$ cat src/rtl/pt2272_pkg.sv
// Shared types, pulse-width thresholds and classification helpers for the
// PT2272-style decoder.
package pt2272_pkg;

    typedef enum logic [1:0] {T0, T1, TF, TINV} trit_t;
    typedef enum logic [1:0] {PC_S, PC_L, PC_BAD} pclass_t;
    typedef enum logic [2:0] {HUNT, WAIT_HIGH, MEAS_HIGH, MEAS_LOW, CHECK} state_t;

    localparam logic [10:0] W_SHORT_MIN = 11'd2;
    localparam logic [10:0] W_LONG_MIN  = 11'd8;
    localparam logic [10:0] W_MAX       = 11'd20;

    function automatic pclass_t classify_high(input logic [10:0] w);
        if (w >= W_SHORT_MIN && w < W_LONG_MIN)
            return PC_S;
        else if (w >= W_LONG_MIN && w < W_MAX)
            return PC_L;
        else
            return PC_BAD;
    endfunction

    function automatic logic is_data_gap(input logic [10:0] w);
        return (w >= W_SHORT_MIN && w < W_MAX);
    endfunction

    function automatic trit_t decode_pair(input pclass_t a, input pclass_t b);
        if (a == PC_S && b == PC_S) return T0;
        if (a == PC_L && b == PC_L) return T1;
        if (a == PC_S && b == PC_L) return TF;
        return TINV;
    endfunction

endpackage

$ cat src/rtl/pt2272_pulse_meter.sv
// Input synchroniser, edge detector and alpha-unit width counter for the
// serial line; width_alpha is the elapsed time of the current level.
module pt2272_pulse_meter #(
    parameter int ALPHA_CLKS = 250
) (
    input  logic        clk,
    input  logic        reset,
    input  logic        din,
    output logic        rise,
    output logic        fall,
    output logic [10:0] width_alpha,
    output logic        level
);
    localparam int PW = (ALPHA_CLKS > 2) ? $clog2(ALPHA_CLKS) : 1;
    localparam logic [PW-1:0] PRE_TOP = PW'(ALPHA_CLKS - 1);
    localparam logic [PW-1:0] PRE_ONE = PW'(1);

    logic          s1, s2, s3;
    logic [PW-1:0] pre;
    logic [10:0]   wid;

    // The edge cycle is counted as the first cycle of the new level, so the
    // captured width at the next edge is floor(cycles / ALPHA_CLKS).
    always_ff @(posedge clk) begin
        if (reset) begin
            s1  <= 1'b0;
            s2  <= 1'b0;
            s3  <= 1'b0;
            pre <= '0;
            wid <= '0;
        end else begin
            s1 <= din;
            s2 <= s1;
            s3 <= s2;
            if (s2 ^ s3) begin
                pre <= PRE_ONE;
                wid <= '0;
            end else if (pre == PRE_TOP) begin
                pre <= '0;
                if (wid != 11'h7FF)
                    wid <= wid + 11'd1;
            end else begin
                pre <= pre + PRE_ONE;
            end
        end
    end

    assign rise        = s2 & ~s3;
    assign fall        = ~s2 & s3;
    assign level       = s2;
    assign width_alpha = wid;

endmodule

$ cat src/rtl/pt2272_decoder.sv
// PT2272-style latch decoder: rebuilds 8 address trits and 4 data bits from a
// PT2262 stream, checks the address and latches data after repeated frames.
module pt2272_decoder
    import pt2272_pkg::*;
#(
    parameter int ALPHA_CLKS = 250,
    parameter int REQ_FRAMES = 2,
    parameter int SYNC_MIN   = 64,
    parameter int IDLE_MAX   = 1024
) (
    input  logic       clk,
    input  logic       reset,
    input  logic       din,
    input  logic [7:0] addr_val,
    input  logic [7:0] addr_f,
    output logic [3:0] dout,
    output logic       vt,
    output logic       frame_ok,
    output logic       frame_err
);
    localparam int CW = $clog2(REQ_FRAMES + 1);
    localparam logic [CW-1:0] REQ_C  = CW'(REQ_FRAMES);
    localparam logic [10:0]   SYNC_W = 11'(SYNC_MIN);
    localparam logic [10:0]   IDLE_W = 11'(IDLE_MAX);

    logic        rise, fall, level;
    logic [10:0] width;

    pt2272_pulse_meter #(.ALPHA_CLKS(ALPHA_CLKS)) u_meter (
        .clk        (clk),
        .reset      (reset),
        .din        (din),
        .rise       (rise),
        .fall       (fall),
        .width_alpha(width),
        .level      (level)
    );

    state_t         state, state_nxt;
    logic [4:0]     pcnt, pcnt_nxt;
    logic           first_l, first_l_nxt;
    trit_t [11:0]   trits, trits_nxt;
    logic [3:0]     cand, data;
    logic [CW-1:0]  mcnt, cnt_nxt;
    logic           err, addr_ok, low_steady, idle;
    pclass_t        pc;
    trit_t          tr;

    // Low level that is not the cycle of a falling edge (width then still
    // belongs to the preceding high pulse).
    assign low_steady = ~level & ~fall;
    assign idle       = low_steady && (width >= IDLE_W);

    always_comb begin
        state_nxt   = state;
        pcnt_nxt    = pcnt;
        first_l_nxt = first_l;
        trits_nxt   = trits;
        err         = 1'b0;
        pc          = classify_high(width);
        tr          = decode_pair(first_l ? PC_L : PC_S, pc);
        case (state)
            HUNT: begin
                if (low_steady && width >= SYNC_W)
                    state_nxt = WAIT_HIGH;
            end
            WAIT_HIGH: begin
                if (rise) begin
                    state_nxt = MEAS_HIGH;
                    pcnt_nxt  = '0;
                end
            end
            MEAS_HIGH: begin
                if (fall) begin
                    state_nxt = MEAS_LOW;
                    pcnt_nxt  = pcnt + 5'd1;
                    if (pc == PC_BAD)
                        err = 1'b1;
                    else if (pcnt == 5'd24)
                        err = (pc != PC_S);
                    else if (!pcnt[0])
                        first_l_nxt = (pc == PC_L);
                    else if (tr == TINV || (pcnt >= 5'd16 && tr == TF))
                        err = 1'b1;
                    else
                        trits_nxt[pcnt[4:1]] = tr;
                end
            end
            MEAS_LOW: begin
                if (rise) begin
                    if (pcnt == 5'd25 || !is_data_gap(width))
                        err = 1'b1;
                    else
                        state_nxt = MEAS_HIGH;
                end else if (low_steady && width == SYNC_W) begin
                    if (pcnt == 5'd25)
                        state_nxt = CHECK;
                    else
                        err = 1'b1;
                end
            end
            CHECK:   state_nxt = WAIT_HIGH;
            default: state_nxt = HUNT;
        endcase
        if (err)
            state_nxt = HUNT;
    end

    always_comb begin
        addr_ok = 1'b1;
        for (int i = 0; i < 8; i++) begin
            if (trits[i] != (addr_f[i] ? TF : (addr_val[i] ? T1 : T0)))
                addr_ok = 1'b0;
        end
        for (int i = 0; i < 4; i++)
            data[i] = (trits[8+i] == T1);
        if (mcnt != '0 && data == cand)
            cnt_nxt = (mcnt == REQ_C) ? mcnt : mcnt + CW'(1);
        else
            cnt_nxt = CW'(1);
    end

    always_ff @(posedge clk) begin
        if (reset) begin
            state     <= HUNT;
            pcnt      <= '0;
            first_l   <= 1'b0;
            trits     <= {12{T0}};
            cand      <= '0;
            mcnt      <= '0;
            dout      <= '0;
            vt        <= 1'b0;
            frame_ok  <= 1'b0;
            frame_err <= 1'b0;
        end else begin
            state     <= state_nxt;
            pcnt      <= pcnt_nxt;
            first_l   <= first_l_nxt;
            trits     <= trits_nxt;
            frame_ok  <= 1'b0;
            frame_err <= 1'b0;
            if (idle) begin
                vt   <= 1'b0;
                mcnt <= '0;
            end
            if (err) begin
                frame_err <= 1'b1;
                vt        <= 1'b0;
                mcnt      <= '0;
            end else if (state == CHECK) begin
                if (addr_ok) begin
                    frame_ok <= 1'b1;
                    cand     <= data;
                    mcnt     <= cnt_nxt;
                    if (cnt_nxt == REQ_C) begin
                        dout <= data;
                        vt   <= 1'b1;
                    end
                end else begin
                    frame_err <= 1'b1;
                    vt        <= 1'b0;
                end
            end
        end
    end

endmodule

$ cat config.mk
export PLATFORM = sky130hd
export DESIGN_NAME = pt2272_decoder
export DESIGN_NICKNAME = d
export VERILOG_FILES = /design/src/rtl/pt2272_pkg.sv /design/src/rtl/pt2272_pulse_meter.sv /design/src/rtl/pt2272_decoder.sv
export SDC_FILE = /design/constraint.sdc
export NUM_CORES = 1
export LEC_CHECK = 0
export BUFFER_PORTS_ARGS = -buffer_cell sky130_fd_sc_hd__buf_2
export CAP_MARGIN = 10
export CORE_UTILIZATION = 30
export CTS_BUF_LIST = sky130_fd_sc_hd__clkbuf_4
export CTS_CLUSTER_SIZE = 28
export DETAILED_ROUTE_END_ITERATION = 10
export GPL_TIMING_DRIVEN = 0
export PLACE_DENSITY = 0.53
export RECOVER_POWER = 50
export SYNTH_ARGS = -nofsm -noshare
export SYNTH_HDL_FRONTEND = slang
export SYNTH_SLANG_ARGS = --single-unit
$ cat constraint.sdc
create_clock -name clk -period 2.6 [get_ports clk]
set_clock_uncertainty 0.15 [all_clocks]
set_input_delay 0.26 -clock clk [delete_from_list [all_inputs] [get_ports clk]]
set_output_delay 0.26 -clock clk [all_outputs]
set_load 0.02 [all_outputs]
Word-level counts from Yosys, hierarchy flattened
Index checks and enable logic that the tools add are counted.

Output and inout bits: 7. Logic and storage cells: 198. Register bits: 68. Input port bits: 19.

Reduce and logical (&&, ||, !) cells: 32. $lt $le $gt $ge: 9. Muxes and demuxes: 78. Bitwise operators: 13. $add $sub $neg: 4. Equality and inequality tests: 35.

Operator list (count): $mux 2 (22); $mux 1 (42); $bwmux 24 (1); $mux 3 (7); $ne 2x2->1 (8); $pmux 3 s5 (1); $logic_and 1x1->1 (12); $reduce_and 6->1 (2); $add 11x1->11 const B (1); $eq 11x7->1 const B (1); $ge 11x11->1 const B (1); $ge 11x2->1 const B (1); $ge 11x4->1 const B (1); $ge 11x7->1 const B (1); $lt 11x4->1 const B (1); $lt 11x5->1 const B (1); $ne 11x11->1 const B (1); $eq 2x1->1 const B (5); $eq 2x2->1 const B (5); $eq 5x5->1 const B (2); $mux 5 (2); $pmux 5 s2 (1); $ne 3x3->1 const B (3); $not 1->1 (9); other kinds (28) (40).

Depth between registers and ports, before layout
Gate-level depths: netlist (run 1).

Depth after elaboration: 24. Gate-level depth with buffers: 9. Gate-level depth less buffers: 8.

By module
From an unflattened synthesis (run 1), not the netlist that was laid out.

Cell total of the unflattened synthesis: 425. Area, all modules: 3693.5 um2.

Modules (own cells, without submodules): pt2272_decoder (times used 1, cells each 310, area an instance 2663.8 um2); pt2272_pulse_meter (times used 1, cells each 115, area an instance 1029.7 um2).

Least setup slack after synthesis (run 1)
Ideal clock, no wire load.

Path type: reg-to-reg. Start point: register u_meter.wid[2], in the netlist u_meter.width_alpha[2]. End point: register trits[2] in the netlist's numbering. Library setup time: 0.132 ns. Setup slack: 0.169 ns. Arrival time: 2.148 ns. Cell stages (with the launch flop): 9. Path buffers: 2. Required time: 2.318 ns. Path through: dfxtp_1 -> clkbuf_1 -> or3b_1 -> a2111oi_4 -> a21oi_2 -> nand2b_4 -> buf_6 -> or4_4 -> mux2i_1.

Cells in the longest elaborated chain, start to end: 17.

Ends and longest elaborated chain: start: declaration (line pt2272_pulse_meter.sv:20) `logic [10:0] wid;`; start signal: assignment (line pt2272_pulse_meter.sv:41) `wid <= wid + 11'd1;`; $ge 11x4->1 / $lt 11x5->1 (equally long branches) (line pt2272_pkg.sv:16) `else if (w >= W_LONG_MIN && w < W_MAX)`; $logic_and 1x1->1 (line pt2272_pkg.sv:16); $mux 2 (line pt2272_pkg.sv:16); $mux 2 (*) (line pt2272_pkg.sv:14) `if (w >= W_SHORT_MIN && w < W_LONG_MIN)`; $eq 2x1->1 (line pt2272_pkg.sv:28, pt2272_pkg.sv:29); $logic_and 1x1->1 (line pt2272_pkg.sv:29) `if (a == PC_S && b == PC_L) return TF;`; $mux 1 (2 in series) (line pt2272_pkg.sv:29); $mux 1 (line pt2272_pkg.sv:28) `if (a == PC_L && b == PC_L) return T1;`; $mux 2 (line pt2272_pkg.sv:30) `return TINV;`; $mux 2 (line pt2272_pkg.sv:29); $mux 2 (line pt2272_pkg.sv:28); $eq 2x2->1 (line pt2272_decoder.sv:83) `else if (tr == TINV || (pcnt >= 5'd16 && tr == TF))`; $logic_and 1x1->1 (line pt2272_decoder.sv:83); $logic_or 1x1->1 (line pt2272_decoder.sv:83); $not 1->1 (no source line); $reduce_and 6->1 (no source line); end signal: assignment (line pt2272_decoder.sv:128) `trits <= {12{T0}};`; end signal: assignment (line pt2272_decoder.sv:139) `trits <= trits_nxt;`; end: declaration (line pt2272_decoder.sv:42) `trit_t [11:0] trits, trits_nxt;`.

Every way passes the cells marked *; elsewhere a longest branch is shown, timed or not. The select of a mux whose other input is x is not followed. A chain may end at the register's enable or synchronous reset.

Worst setup path after layout (run 1)
Start point: register u_meter.wid[7], in the netlist u_meter.width_alpha[7]. End point: register trits[6] in the netlist's numbering.

The elaborated chain is that of the path after synthesis.

==> results of run 1 <==
## power by group through the flow
stage	Clock (W)	Combinational (W)	Sequential (W)
final	0.000749	0.0000912	0.00105
after global routing	0.000822	0.000103	0.00105
after CTS	0.000775	0.0000923	0.00105
after detailed placement	0	0.0000907	0.00108
after global placement	0	0.0000892	0.00108
after floorplan	0	0.0000564	0.00107
## critical path: stages, from the launching register on
cell                        delay (ns)
sky130_fd_sc_hd__dfxtp_4          0.39
sky130_fd_sc_hd__or4_4            0.53
sky130_fd_sc_hd__buf_6            0.15
sky130_fd_sc_hd__a2111oi_4        0.20
sky130_fd_sc_hd__a21oi_2          0.08
sky130_fd_sc_hd__nand2b_4         0.15
sky130_fd_sc_hd__buf_6            0.14
sky130_fd_sc_hd__or4_4            0.51
sky130_fd_sc_hd__mux2i_1          0.13
## final cells by class
cell class                 count  area, sq um
timing repair buffer          27          136
multi-input combinational    309         2210
sequential                    68         1370
clock buffer                   9         67.6
tap                          143          179
buffer                        20         95.1
clock inverter                 7         82.6
fill                        1211         7410
inverter                      17         63.8
## synth_stat cells, types with 6 or more instances
master | number | area [sq um]
sky130_fd_sc_hd__xnor2_1 | 15 | 131
sky130_fd_sc_hd__nand2b_1 | 35 | 219
sky130_fd_sc_hd__nor4_1 | 7 | 43.8
sky130_fd_sc_hd__nand2_1 | 18 | 67.6
sky130_fd_sc_hd__nor2_1 | 38 | 143
sky130_fd_sc_hd__mux2i_1 | 20 | 200
sky130_fd_sc_hd__o21ai_0 | 13 | 65.1
sky130_fd_sc_hd__inv_1 | 17 | 63.8
sky130_fd_sc_hd__and3_1 | 7 | 43.8
sky130_fd_sc_hd__xor2_1 | 15 | 131
sky130_fd_sc_hd__dfxtp_1 | 68 | 1360
sky130_fd_sc_hd__clkbuf_1 | 18 | 67.6
sky130_fd_sc_hd__a21oi_1 | 25 | 125
sky130_fd_sc_hd__nor3b_1 | 6 | 45.0
sky130_fd_sc_hd__nand4_1 | 10 | 62.6
sky130_fd_sc_hd__nand3_1 | 17 | 85.1
sky130_fd_sc_hd__ha_1 | 11 | 138
sky130_fd_sc_hd__nor2b_1 | 9 | 56.3
## layout by cell type (no fill, tap or decap), drive strengths merged, types with 4 or more instances in the layout
master,instances
xor2,15
or4,6
nor3,5
clkbuf,33
xnor2,15
nor4b,6
inv,21
ha,11
a21oi,26
nor3b,6
nand3b,4
dfxtp,68
and3,7
buf,22
nand4,10
or3,4
nor2b,9
o21ai,13
nor4,7
mux2i,20
o211ai,4
nand2,18
nor2,38
nand3,17
nand2b,36
## cells by family (layout without fill, tap and decap cells)
| logic type | after synthesis | count (layout) |
|---|---|---|
| and+or+nand+nor | 190 | 190 |
| xor gates and xnor gates | 30 | 30 |
| adders and majority gates | 11 | 11 |
| muxes | 20 | 20 |
| buffers and inverters | 39 | 80 |
| AOI/OAI and AO/OA | 58 | 58 |
| DFF | 68 | 68 |
## repair_timing
action | CTS | global route
pin swaps | 1 | 3
setup buffers | 0 | 2
endpoints found under the setup margin | 20 | 30
hold buffers | 1 | 0
cloned | 0 | 0
hold endpoints to repair | 1 | 0
resized for setup | 6 | 19
## flip-flops by register name (all words and copies together) (netlist names), 2 cells and up
name,count
state,3
u_meter.pre,8
pcnt,5
mcnt,2
cand,4
trits,24
u_meter.width_alpha,11
dout,4
## stage by stage
stage / setup WS, ns / instances
after floorplan: 0.169 / 416
after global placement: -0.137 / 583
after detailed placement: -0.185 / 583
after CTS: 0.00441 / 599
after global routing: -0.0444 / 600
final: 0.0528 / 600
## per-layer routing
| layer | GRT usage (%) | up-vias |
|---|---|---|
| li1 | - | 1528 |
| met3 | 3.19 | 8 |
| met1 | 17.8 | 1415 |
| met4 | 3.64 | 0 |
| met5 | 0 | - |
| met2 | 23.4 | 53 |
## worst max path at each step
stage | cells past startpoint | end | from | slack (ns)
CTS | 8 | trits[6] | u_meter.width_alpha[7] | 0.004
global placement | 9 | trits[16] | u_meter.level | -0.14
global route | 8 | trits[6] | u_meter.width_alpha[7] | -0.04
finish | 8 | trits[6] | u_meter.width_alpha[7] | 0.05
detailed placement | 9 | trits[16] | u_meter.level | -0.19
floorplan | 8 | trits[2] | u_meter.width_alpha[2] | 0.17
==> results.sh, run 1 <==
export IMPL_drv_slew=0
export IMPL_power_switching_w=0.000496
export IMPL_antenna_found_initial=0
export IMPL_synth_adder_area_share_pct=3.79
export IMPL_worst_setup_path_end_kind="flip-flop"
export IMPL_mappedNetlistArea_sq_mm=0.00363
export IMPL_routed_via_count=3004
export IMPL_finish_instance_area_sq_mm=0.00420
export IMPL_via_per_inst=5.01
export IMPL_power_total_w=0.00189
export IMPL_postSynthNetCount=446
export IMPL_floorplan_core_area_sq_mm=0.0116
export IMPL_first_global_vias=2967
export IMPL_sequentialPowerShare_pct=55.6
export IMPL_share_of_async_settable_or_async_resettable_flops_after_synthesis_pct=0
export IMPL_maxCapViolations=0
export IMPL_timing_setup_critical_path_class="reg -> reg"
export IMPL_rsz0062_at_grt="yes"
export IMPL_grt_first_pass_wirelength_microns=14100
export IMPL_dpl_instance_area_sq_mm=0.00393
export IMPL_library_cells_used_by_synthesis=52
export IMPL_min_period_over_period_pct=98.0
export IMPL_total_clock_buffers_created_by_cts=9
export IMPL_drc_errors_left=2
export IMPL_whs_ns=0.110
export IMPL_ios=26
export IMPL_routed_wirelength_microns=8340
export IMPL_number_of_enable_flip_flop_cells_after_synthesis=0
export IMPL_ys_dominant_reg_cell="sky130_fd_sc_hd__dfxtp_1"
export IMPL_synth_seq_area_share_pct=37.5
export IMPL_reg_to_reg_setup_timing_slack_ns=0.05
export IMPL_critical_path_max_fanout=10
export IMPL_worstSkewPairLatency_ns=0.42
export IMPL_drive_above_1_share_pct=15.5
export IMPL_p_clk_share_pct=39.6
export IMPL_relative_slew_slack_pct=53.4
export IMPL_synth_compound_gate_area_share_pct=10.4
export IMPL_power_switching_share_pct=26.2
export IMPL_detail_route_antenna_nets=0
export IMPL_fp_dieH_microns=112
export IMPL_area_delta_synth_final_pct=15.6
export IMPL_num_rows=39
export IMPL_irDropWorstVdd_mv=0.263
export IMPL_leakage_component_of_the_power_nw=1.49
export IMPL_setup_violations_final=0
export IMPL_postSynthRegisterBits=68
export IMPL_worst_pin_slew_ns=0.693
export IMPL_final_util_pct=36.2
export IMPL_design_die_area_sq_mm=0.0125
export IMPL_clk_root_buffer_cell="sky130_fd_sc_hd__clkbuf_4"
export IMPL_largest_family_of_logic_cells_by_synthesized_area="simple AND/OR/NAND/NOR gates"
export IMPL_synth_avg_cell_area_sq_um=8.73
export IMPL_post_synth_mux_area_share_pct=5.51
export IMPL_maxClockFrequency_mhz=393
export IMPL_timing_hold_worst_start="addr_val[1]"
export IMPL_cts_tree="built"
export IMPL_synthesis_yosys_warnings=0
export IMPL_routed_wl_met3_microns=277
export IMPL_post_synth_inst_count=416
export IMPL_detailed_place_hpwl_microns=5980
export IMPL_detailroute_wirelength_met2_microns=3940
export IMPL_initial_utilization_pct=31.3
export IMPL_detailedRoute_firstIterationViolations=152
export IMPL_finalHoldViolCount=0
export IMPL_worst_ep_required_time_ns=2.75
export IMPL_outcome="finished, violations left"
export IMPL_clk_pin_slew_worst_paths_ns=0.14
export IMPL_worstReg2RegEnd="trits[6]"
export IMPL_hold_path_class="in -> reg"
export IMPL_met1_length_microns=4050
export IMPL_grt_total_usage_pct=13.9
export IMPL_post_drt_wl_per_cell_microns=13.9
export IMPL_violations="DRC"
export IMPL_numClockSinks=68
export IMPL_cts_htree_levels=3
export IMPL_worst_hold_path_num_cells=5
export IMPL_power_density_mw_per_mm2=451
export IMPL_yosys_area_share_xor_xnor_pct=7.24
export IMPL_placement_io_buffers=24
export IMPL_grt_overflow_total=0
export IMPL_min_period_ns=2.55
export IMPL_worst_hold_path_endpoint="frame_ok"
export IMPL_worst_r2r_path_depth=8
export IMPL_p_int_w=0.00140
export IMPL_setup_total_negative_slack_ns=0
export IMPL_worstPathArrival_ns=2.70
export IMPL_maxUsedRoutingLayer="met4"
export IMPL_combinationalPowerShare_pct=4.8
export IMPL_timing_critical_path_from_type="flip-flop"
export IMPL_ctsLongestPathBuffers=2
export IMPL_fin_nets=482
export IMPL_antenna_cell_count=0
export IMPL_place_gp_congestion=0.788
export IMPL_drtPass1Iterations=7
export IMPL_critical_register_to_register_path_startpoint="u_meter.width_alpha[7]"
export IMPL_synthSimpleGateAreaFrac_pct=31.3
export IMPL_die_width_microns=112
export IMPL_maximum_number_of_pins_on_one_net_before_global_route_repair=15
(Power assumes the default switching activity.)
==> run 2: changes to the inputs <==
--- a/config.mk
+++ b/config.mk
@@ -12,6 +12,7 @@
 export CTS_CLUSTER_SIZE = 28
 export DETAILED_ROUTE_END_ITERATION = 10
 export GPL_TIMING_DRIVEN = 0
+export MAX_ROUTING_LAYER = met4
 export PLACE_DENSITY = 0.53
 export RECOVER_POWER = 50
 export SYNTH_ARGS = -nofsm -noshare
==> results.sh, run 2 (synthesis results as in run 1) <==
export IMPL_outcome="finished, violations left"
export IMPL_violations="DRC"
export IMPL_maxClockFrequency_mhz=392
export IMPL_timing_hold_worst_start="addr_val[1]"
export IMPL_die_width_microns=112
export IMPL_setup_total_negative_slack_ns=0
export IMPL_worst_ep_required_time_ns=2.75
export IMPL_most_common_cell_after_layout_fill_and_taps_aside="sky130_fd_sc_hd__dfxtp_1"
export IMPL_detailedRoute_firstIterationViolations=158
export IMPL_final_setup_worst_slack_ns=0.0521
export IMPL_placement_io_buffers=24
export IMPL_grt_first_pass_wirelength_microns=14100
export IMPL_num_rows=39
export IMPL_hold_path_class="in -> reg"
export IMPL_detailed_place_hpwl_microns=5980
export IMPL_worstPathArrival_ns=2.70
export IMPL_routed_via_count=3003
export IMPL_design_die_area_sq_mm=0.0125
export IMPL_critical_register_to_register_path_startpoint="u_meter.width_alpha[7]"
export IMPL_timing_critical_path_from_type="flip-flop"
export IMPL_cts_tree="built"
export IMPL_worst_r2r_path_depth=8
export IMPL_ctsLongestPathBuffers=2
export IMPL_worst_hold_path_num_cells=5
export IMPL_multiInputGateArea_sq_mm=0.00221
export IMPL_worst_setup_path_end_kind="flip-flop"
export IMPL_first_global_vias=2971
export IMPL_floorplan_core_area_sq_mm=0.0116
export IMPL_largest_reg_flops=24
export IMPL_grt_overflow_total=0
export IMPL_drtPass1Iterations=7
export IMPL_top_reg_by_flops="trits"
export IMPL_place_ws_ns=-0.185
export IMPL_clk_pin_slew_worst_paths_ns=0.14
export IMPL_reg_to_reg_setup_timing_slack_ns=0.05
export IMPL_maxCapViolations=0
export IMPL_fin_nets=482
export IMPL_sequentialPowerShare_pct=55.6
export IMPL_fp_dieH_microns=112
export IMPL_antenna_found_initial=0
export IMPL_numClockSinks=68
export IMPL_worst_hold_path_endpoint="frame_ok"
export IMPL_min_period_ns=2.55
export IMPL_detail_route_antenna_nets=0
export IMPL_drive_above_1_share_pct=15.5
export IMPL_place_gp_congestion=0.799
export IMPL_ios=26
export IMPL_drv_slew=0
export IMPL_critical_path_max_fanout=10
export IMPL_p_clk_share_pct=39.6
export IMPL_cts_htree_levels=3
export IMPL_total_clock_buffers_created_by_cts=9
export IMPL_worstReg2RegEnd="trits[6]"
export IMPL_combinationalPowerShare_pct=4.8
export IMPL_power_switching_share_pct=26.3
export IMPL_final_util_pct=36.2
export IMPL_routed_wirelength_microns=8370
export IMPL_finalHoldViolCount=0
export IMPL_layout_common_cells="sky130_fd_sc_hd__dfxtp_1 (65), sky130_fd_sc_hd__nor2_1 (37), sky130_fd_sc_hd__nand2b_1 (35)"
export IMPL_via_per_inst=5.01
export IMPL_regArea_sq_mm=0.00137
export IMPL_area_delta_synth_final_pct=15.6
export IMPL_antenna_cell_count=0
export IMPL_p_int_w=0.00140
export IMPL_drc_errors_left=2
export IMPL_clk_root_buffer_cell="sky130_fd_sc_hd__clkbuf_4"
export IMPL_relative_slew_slack_pct=53.5
export IMPL_grt_total_usage_pct=14.3
export IMPL_setup_violations_final=0
export IMPL_worstSkewPairLatency_ns=0.42
export IMPL_worst_pin_slew_ns=0.691
export IMPL_power_density_mw_per_mm2=451
export IMPL_rsz0062_at_grt="yes"
export IMPL_initial_utilization_pct=31.3
export IMPL_post_drt_wl_per_cell_microns=14.0
export IMPL_min_period_over_period_pct=98.0
export IMPL_maximum_number_of_pins_on_one_net_before_global_route_repair=15
export IMPL_timing_setup_critical_path_class="reg -> reg"
export IMPL_power_switching_w=0.000497
export IMPL_leakage_component_of_the_power_nw=1.49
export IMPL_irDropWorstVdd_mv=0.263
export IMPL_n_fill_cell=1211
[run 2: per-stage QoR]
stage | cell area, sq um | total power [W] | std cells | hold WS, ns
2_1_floorplan | 3630 | 0.00113 | 416 | 0.238
3_3_place_gp | 3930 | 0.00116 | 583 | 0.271
3_5_place_dp | 3930 | 0.00117 | 583 | 0.287
4_1_cts | 4130 | 0.00192 | 599 | 0.127
5_1_grt | 4200 | 0.00198 | 600 | 0.108
6_report | 4200 | 0.00189 | 600 | 0.107
[run 2: worst max-delay path by stage]
stage	start	end	slack, ns
after floorplan	u_meter.width_alpha[2]	trits[2]	0.17
after global placement	u_meter.level	trits[16]	-0.14
after detailed placement	u_meter.level	trits[16]	-0.19
after CTS	u_meter.width_alpha[7]	trits[6]	0.004
after global routing	u_meter.width_alpha[7]	trits[6]	-0.04
final	u_meter.width_alpha[7]	trits[6]	0.05
[run 2: repair_timing]
action	CTS	global route
pin swaps	1	3
buffers inserted	0	2
hold buffers	1	0
resized for setup	6	19
endpoints found under the hold margin	1	0
setup endpoints to repair	20	30
[run 2: power groups by stage]
stage,clock network (W),registers [W],logic (W)
after floorplan,0,0.00107,0.0000564
after global placement,0,0.00108,0.0000892
after detailed placement,0,0.00108,0.0000907
after CTS,0.000775,0.00105,0.0000923
after global routing,0.000822,0.00105,0.000103
final,0.000750,0.00105,0.0000911
[run 2: cell type report]
type / instances / area share, %
Buffer: 20 / 2.26
Clock buffer: 9 / 1.61
Clock inverter: 7 / 1.97
Inverter: 17 / 1.52
Multi-Input combinational cell: 309 / 52.6
Sequential cell: 68 / 32.6
Tap cell: 143 / 4.26
Timing Repair Buffer: 27 / 3.25
[run 2: layer usage]
| metal | track usage, % | wire (microns) |
|---|---|---|
| met5 | - | 0 |
| met4 | 3.64 | 71 |
| met3 | 3.24 | 282 |
| met2 | 23.4 | 3940 |
| met1 | 17.8 | 4070 |
[run 2: worst max-delay path, cell delays in order, from the launching register on]
cell,delay (ns)
sky130_fd_sc_hd__dfxtp_4,0.39
sky130_fd_sc_hd__or4_4,0.53
sky130_fd_sc_hd__buf_6,0.15
sky130_fd_sc_hd__a2111oi_4,0.20
sky130_fd_sc_hd__a21oi_2,0.08
sky130_fd_sc_hd__nand2b_4,0.15
sky130_fd_sc_hd__buf_6,0.14
sky130_fd_sc_hd__or4_4,0.51
sky130_fd_sc_hd__mux2i_1,0.13
==> run 3: changes to the inputs <==
--- a/config.mk
+++ b/config.mk
@@ -5,7 +5,7 @@
 export SDC_FILE = /design/constraint.sdc
 export NUM_CORES = 1
 export LEC_CHECK = 0
-export BUFFER_PORTS_ARGS = -buffer_cell sky130_fd_sc_hd__buf_2
+export BUFFER_PORTS_ARGS = -buffer_cell sky130_fd_sc_hd__buf_4
 export CAP_MARGIN = 10
 export CORE_UTILIZATION = 30
 export CTS_BUF_LIST = sky130_fd_sc_hd__clkbuf_4
==> results.sh, run 3 (synthesis results as in run 1) <==
export IMPL_largest_reg_flops=24
export IMPL_ctsLongestPathBuffers=2
export IMPL_crit_path_frequent_cell="sky130_fd_sc_hd__or4_4"
export IMPL_detail_route_antenna_nets=0
export IMPL_cts_htree_levels=3
export IMPL_area_delta_synth_final_pct=17.8
export IMPL_die_width_microns=112
export IMPL_finalHoldViolCount=0
export IMPL_routed_via_count=3007
export IMPL_layout_common_cells="sky130_fd_sc_hd__dfxtp_1 (65), sky130_fd_sc_hd__nor2_1 (37), sky130_fd_sc_hd__nand2b_1 (35)"
export IMPL_worst_setup_path_end_kind="flip-flop"
export IMPL_clk_root_buffer_cell="sky130_fd_sc_hd__clkbuf_4"
export IMPL_leakage_component_of_the_power_nw=1.53
export IMPL_placement_io_buffers=24
export IMPL_critical_path_max_fanout=10
export IMPL_final_setup_worst_slack_ns=0.0688
export IMPL_timing_setup_critical_path_class="reg -> reg"
export IMPL_initial_utilization_pct=31.3
export IMPL_crit_slowest_cell="sky130_fd_sc_hd__or4_4"
export IMPL_detailedRoute_firstIterationViolations=150
export IMPL_detailed_place_hpwl_microns=5930
export IMPL_most_common_cell_after_layout_fill_and_taps_aside="sky130_fd_sc_hd__dfxtp_1"
export IMPL_design_die_area_sq_mm=0.0125
export IMPL_numClockSinks=68
export IMPL_antenna_found_initial=0
export IMPL_routed_wirelength_microns=8200
export IMPL_fp_dieH_microns=112
export IMPL_via_per_inst=5.00
export IMPL_worst_ep_required_time_ns=2.73
export IMPL_top_reg_by_flops="trits"
export IMPL_drv_slew=0
export IMPL_drtPass1Iterations=7
export IMPL_place_ws_ns=-0.180
export IMPL_maxClockFrequency_mhz=395
export IMPL_worstSkewPairLatency_ns=0.41
export IMPL_min_period_over_period_pct=97.4
export IMPL_num_rows=39
export IMPL_cts_tree="built"
export IMPL_place_gp_congestion=0.798
export IMPL_timing_critical_path_from_type="flip-flop"
export IMPL_critical_path_max_stage_delay_ns=0.53
export IMPL_violations="DRC"
export IMPL_drive_above_1_share_pct=15.5
export IMPL_rsz0062_at_grt="yes"
export IMPL_outcome="finished, violations left"
export IMPL_clk_pin_slew_worst_paths_ns=0.12
export IMPL_maximum_number_of_pins_on_one_net_before_global_route_repair=14
export IMPL_power_density_mw_per_mm2=458
export IMPL_crit_chain="or4_4 > buf_6 > a2111oi_4 > a21oi_2 > nand2b_4 > buf_8 > or4_4 > mux2i_1"
export IMPL_worstPathArrival_ns=2.66
export IMPL_relative_slew_slack_pct=56.5
export IMPL_fin_nets=484
export IMPL_total_clock_buffers_created_by_cts=9
export IMPL_min_period_ns=2.53
export IMPL_worst_pin_slew_ns=0.648
export IMPL_grt_overflow_total=0
export IMPL_irDropWorstVdd_mv=0.209
export IMPL_grt_total_usage_pct=14.2
export IMPL_drc_errors_left=2
export IMPL_first_global_vias=2916
export IMPL_setup_violations_final=0
export IMPL_ios=26
export IMPL_setup_total_negative_slack_ns=0
export IMPL_maxCapViolations=0
export IMPL_post_drt_wl_per_cell_microns=13.6
export IMPL_floorplan_core_area_sq_mm=0.0116
export IMPL_grt_first_pass_wirelength_microns=13900
export IMPL_hold_path_class="in -> reg"
export IMPL_antenna_cell_count=0
[run 3: area by class of cell]
cell class	instances	area [sq um]
Sequential cell	68	1370
Timing Repair Buffer	30	205
Tap cell	143	179
Clock buffer	9	67.6
Fill cell	1189	7340
Clock inverter	7	98.8
Inverter	17	63.8
Multi-Input combinational cell	309	2200
Buffer	19	95.1
[run 3: report_power, final]
group / internal [W] / switching, W
combinational: 0.0000493 / 0.0000513
sequential: 0.00105 / 0.00000482
clock: 0.000396 / 0.000412
[run 3: metal layers]
metal / vias to the layer above / wire length [microns] / global-route usage (%)
li1: 1534 / - / -
met3: 2 / 217 / 3.62
met4: 0 / 27 / 3.20
met1: 1428 / 4060 / 17.5
met5: - / 0 / -
met2: 43 / 3900 / 23.2
[run 3: stage by stage]
stage	hold slack [ns]	total power, W	area (sq um)	std cells	utilization (%)
floorplan	0.238	0.00113	3630	416	-
global placement	0.270	0.00117	3990	583	34.4
detailed placement	0.276	0.00117	3990	583	34.4
CTS	0.150	0.00199	4200	599	36.2
global route	0.132	0.00206	4280	602	36.8
finish	0.138	0.00196	4280	602	36.8
[run 3: worst max-delay path: cells and delay by family (launching register included)]
kind,cells,cell delay [ns]
AND/OR/NAND/NOR,3,1.18
flip-flops,1,0.38
buffers and inverters,2,0.29
AO/OA/AOI/OAI,2,0.28
multiplexers,1,0.13
[run 3: repair_timing]
| action | CTS | global route |
|---|---|---|
| endpoints found under the hold margin | 1 | 0 |
| hold buffers | 1 | 0 |
| resized for setup | 6 | 19 |
| cloned | 0 | 0 |
| pin swaps | 0 | 3 |
| endpoints found under the setup margin | 24 | 29 |
| setup buffers | 0 | 5 |
[run 3: worst paths after layout]
check	from	depth (start not counted)	end	slack, ns
worst min register to register	u_meter.s1	1	u_meter.level	0.30
worst min-delay path	addr_val[1]	5	frame_ok	0.14
worst max register to register	u_meter.width_alpha[7]	8	trits[6]	0.07
worst max-delay path	u_meter.width_alpha[7]	8	trits[6]	0.07
